--- src/rtl/register_write_arbiter.sv ---
// register_write_arbiter: shares one external register among N writers (round-robin, or
// fixed priority with lowest index winning when REG_ARB_FIXED_PRIO_EN is defined).
module register_write_arbiter #(
    parameter int N     = 4,
    parameter int WIDTH = 16
) (
    input  logic               clk,
    input  logic               reset,
    input  logic [N-1:0]       req,
    input  logic [N*WIDTH-1:0] wdata,
    output logic [N-1:0]       gnt,
    output logic [N-1:0]       ack,
    output logic [WIDTH-1:0]   reg_in,
    output logic               reg_load,
    output logic               busy
);
    localparam int PW = $clog2(N);
    typedef enum logic [1:0] {IDLE, GRANT, ACK} state_t;
    state_t state, state_nxt;
    logic [PW-1:0] w;
    logic [N-1:0] gnt_nxt, ack_nxt;
    logic [WIDTH-1:0] reg_in_nxt;
    logic load_nxt;
`ifdef REG_ARB_FIXED_PRIO_EN
    always_comb begin
        w = '0;
        for (int k = N - 1; k >= 0; k--) if (req[k]) w = PW'(k);
    end
`else
    logic [PW-1:0] ptr, ptr_nxt, win, win_nxt, off;
    logic [N-1:0] rot;
    logic [PW:0] sum;
    // rotate so bit 0 is the requester at ptr, then map the first hit back to an index
    assign rot = N'({req, req} >> ptr);
    always_comb begin
        off = '0;
        for (int k = N - 1; k >= 0; k--) if (rot[k]) off = PW'(k);
        sum = {1'b0, ptr} + {1'b0, off};
        w = PW'(sum >= (PW+1)'(N) ? sum - (PW+1)'(N) : sum);
    end
`endif
    always_comb begin
        state_nxt  = state;
        gnt_nxt    = gnt;
        ack_nxt    = '0;
        reg_in_nxt = reg_in;
        load_nxt   = 1'b0;
`ifndef REG_ARB_FIXED_PRIO_EN
        win_nxt    = win;
        ptr_nxt    = ptr;
`endif
        unique case (state)
            IDLE: if (|req) begin
                state_nxt  = GRANT;
                gnt_nxt    = N'(1) << w;
                reg_in_nxt = wdata[int'(w)*WIDTH +: WIDTH];
                load_nxt   = 1'b1;
`ifndef REG_ARB_FIXED_PRIO_EN
                win_nxt    = w;
`endif
            end
            GRANT: begin
                state_nxt = ACK;
                ack_nxt   = gnt;
            end
            ACK: begin
                state_nxt = IDLE;
                gnt_nxt   = '0;
`ifndef REG_ARB_FIXED_PRIO_EN
                ptr_nxt   = (win == PW'(N - 1)) ? '0 : win + PW'(1);
`endif
            end
            default: state_nxt = IDLE;
        endcase
    end
    always_ff @(posedge clk) begin
        if (reset) begin
            state    <= IDLE;
            gnt      <= '0;
            ack      <= '0;
            reg_in   <= '0;
            reg_load <= 1'b0;
            busy     <= 1'b0;
`ifndef REG_ARB_FIXED_PRIO_EN
            ptr      <= '0;
            win      <= '0;
`endif
        end else begin
            state    <= state_nxt;
            gnt      <= gnt_nxt;
            ack      <= ack_nxt;
            reg_in   <= reg_in_nxt;
            reg_load <= load_nxt;
            busy     <= state_nxt != IDLE;
`ifndef REG_ARB_FIXED_PRIO_EN
            ptr      <= ptr_nxt;
            win      <= win_nxt;
`endif
        end
    end
endmodule

--- config.mk ---
export PLATFORM = sky130hd
export DESIGN_NAME = register_write_arbiter
export DESIGN_NICKNAME = d
export VERILOG_FILES = /design/src/rtl/register_write_arbiter.sv
export SDC_FILE = /design/constraint.sdc
export NUM_CORES = 1
export LEC_CHECK = 0
export CAP_MARGIN = 20
export CORE_AREA = 8 8 82 84
export CTS_CLUSTER_DIAMETER = 30
export CTS_CLUSTER_SIZE = 10
export DETAILED_ROUTE_END_ITERATION = 12
export DIE_AREA = 0 0 90 92
export DONT_BUFFER_PORTS = 1
export PLACE_DENSITY = 0.54
export SETUP_SLACK_MARGIN = 0.1
export SLEW_MARGIN = 20
export SYNTH_ARGS = -nofsm -noshare
export SYNTH_HDL_FRONTEND = slang
export SYNTH_SLANG_ARGS = --single-unit
--- constraint.sdc ---
create_clock -name clk -period 5.8 [get_ports clk]
set_input_delay 0.87 -clock clk [delete_from_list [all_inputs] [get_ports clk]]
set_output_delay 0.87 -clock clk [all_outputs]
set_load 0.1 [all_outputs]
==> flow_metrics.tcl <==
set metrics [dict create \
    outcome "complete, no violations" \
    crit_path_start_kind "input pin" \
    num_antenna_cells 0 \
    antenna_left 0 \
    worstPathRequired_ps 5930 \
    core-area_um2 5405 \
    gr-usage-all-layers 0.1316 \
    reg2reg_from "ptr[0]$_SDFFE_PP0P_" \
    worstSetupPathType "input pin to flop" \
    crit_buf_inv 2 \
    synthToLayoutAreaGrowth_pct 6.062 \
    post-route-min-period_ps 3244 \
    synth.most_common_cell "mux2i_1" \
    synth_cell_type_count 37 \
    p_sw_uw 380.0 \
    io-pin-count 96 \
    maxCapViolCount 0 \
    critPathTopFamily "adder cells" \
    ir_drop_uv 148.7 \
    synthArstFlopShare 0 \
    ys_ff_latch 32 \
    hp-class "flop to flop" \
    wire_per_inst_um 20.18 \
    cts_setup_buffers 0 \
    slew-limit-headroom 0.3226 \
    synth.top_cell.area_share 0.3014 \
    tightest_slew_ps 1015 \
    clockPowerShare 0.246 \
    swShare 0.4454 \
    grt_max_degree 32 \
    numCtsBuffers 5 \
    htree_num_levels 2 \
    grt_overflow 0 \
    die_area_um2 8280 \
    rsz0062_at_grt "no" \
    layoutNonFillerInstCount 272 \
    sequentialPowerShare 0.513 \
    finClkSkew_ps 3.334 \
    syn_area_um2 2126 \
    start_util 0.3933 \
    hp-start "win[0]$_SDFFE_PP0P_" \
    clock_latency_ps 280 \
    drtIter0Drc 96 \
    hpwl_mm 3.999 \
    utilization 0.4171 \
    ys_top_cells_by_count "mux2i_1, dfxtp_1, mux2_2, nor2_1, o21bai_1" \
    antenna_found_initial 0 \
    hold_buffers 0 \
    synth-edff-count 0 \
    cellPowerDensity_nw_per_um2 378.5 \
    post-route-period-util 0.5593 \
    synth.avg_cell_area_um2 10.27 \
    grt_pass1_wl_mm 8.956 \
    vias 1597 \
    rows 27 \
    cts_resized 0 \
    drc_errors 0 \
    crit_chain "inv_1, nor3_1, a311oi_1, o211ai_1, ha_1, buf_4, mux2_2, mux2i_1, a221oi_2" \
    p_comb_frac 0.242 \
    cell_internal_pwr_uw 473.3 \
    dp_cells 264 \
    cts_num_sinks 32 \
    finalHoldViolCount 0 \
    crit_path_max_incr_delay_ps 900 \
    grt_pass1_vias 1794 \
    synth_top_cell_by_area "dfxtp_1" \
    synthCells 207 \
    slew_violations 0 \
    cpMaxStageDelayCell "ha_1" \
    die_w_um 90 \
    yosys_warnings 0 \
    drive_gt1_frac 0.2850 \
    drtPass1Iterations 4 \
    portBuffers 0 \
    clkTransAtPathRegs_ps 70 \
    gp_congestion 0.7345 \
    synthFlopType "dfxtp_1" \
    ys_seq_area_frac 0.3014 \
    netlist_top_cells_area "dfxtp_1, mux2_2, mux2i_1" \
    cts-root-buf "clkbuf_8" \
    clock_path_buffers 2 \
    setup_viol 0 \
    arrival_ps 3380 \
    fin_nets 271 \
    p_leak_nw 0.9707 \
    cts_tree "done" \
    cp_max_fo 23 \
    syn_nets 279 \
    fmax_mhz 308.2 \
    fp.dieH_um 92 \
    viasPerCell 5.871 \
    cp-startpoint "req[1]" \
    endpoint_kind "flop" \
    wirelength_mm 5.489 \
    fin_tns_setup_ps 0 \
]
[area by class of cell]
cell class	count	area (um^2)
clock buffers	6	72.57
clock inverters	2	35.03
fillers	526	3151
inverters	3	11.26
multi-input cells	153	1375
flip-flops and latches	32	640.6
well taps	72	90.09
repair buffers	4	30.03
[tightest hold or removal path: stages, from the launching register on]
cell     delay [ps]
dfxtp_1         330
nand2_1          60
a21oi_1          50
[placed cells by master (no fill, tap or decap)]
cell        n
a21oi_1     4
a221oi_1    5
a221oi_2   10
a22o_1      1
a311o_1     1
a311oi_1    1
a32o_1      1
a32oi_4     1
and2_1      5
buf_4       4
bufinv_16   1
clkbuf_1    1
clkbuf_8    5
clkinv_2    1
dfxtp_1    32
ha_1        2
inv_1       3
mux2_2     30
mux2i_1    33
nand2_1     6
nand2b_1    2
nand3_1     1
nor2_1     16
nor3_1      3
nor3_2      1
nor3b_1     1
nor4_2      1
o211ai_1    2
o21ai_0     2
o21bai_1   15
o311a_1     1
o32ai_1     1
o32ai_2     1
o41ai_1     1
or2_2       1
or3_1       1
or4_1       1
xnor2_1     1
xor2_2      1
[per-stage QoR]
stage	setup WS [ps]	hold slack, ps	power [mW]	instance area [um^2]
6_report	2556	473.8	0.8533	2255
5_1_grt	2347	511.6	0.8972	2255
4_1_cts	2597	475.4	0.8636	2255
3_5_place_dp	2282	465.3	0.6492	2147
3_3_place_gp	2463	456.9	0.6397	2147
2_1_floorplan	2784	454.0	0.6161	2126
[per-layer routing]
layer / wire (um) / GRT usage / vias to the layer above
met3: 464 / 0.05786 / 8
met1: 2347 / 0.1473 / 763
met4: 66 / 0.05687 / 0
li1: - / - / 762
met2: 2611 / 0.2135 / 64
met5: 0 / 0 / -
[kinds of logic after synthesis]
| family | synth area share |
|---|---|
| compound gates | 0.2166 |
| xor+xnor | 0.01177 |
| buf+inv | 0.05414 |
| simple gates | 0.09006 |
| fa+ha+maj | 0.01177 |
| flops | 0.3014 |
| mux | 0.3143 |
[power groups by stage]
stage | combinational [mW] | sequential [mW] | clock, mW
after global placement | 0.197 | 0.443 | 0
after CTS | 0.207 | 0.439 | 0.218
after floorplan | 0.183 | 0.433 | 0
final | 0.206 | 0.438 | 0.210
after detailed placement | 0.207 | 0.443 | 0
after global routing | 0.227 | 0.442 | 0.228
[flip-flops by register name, summed over array words and instances (netlist names)]
register / cells
busy: 1
reg_load: 1
state: 2
win: 2
ack: 4
gnt: 4
ptr: 2
reg_in: 16
[path summary, 6_finish.rpt]
| kind | slack (ps) | end | depth (start not counted) |
|---|---|---|---|
| worst max register to register | 2580 | reg_in[1]$_SDFFE_PP0P_ | 8 |
| worst min-delay path | 470 | win[0]$_SDFFE_PP0P_ | 2 |
| worst max-delay path | 2560 | reg_in[1]$_SDFFE_PP0P_ | 9 |
| worst min register to register | 470 | win[0]$_SDFFE_PP0P_ | 2 |
Note: power is estimated with default switching activity, not from simulation.
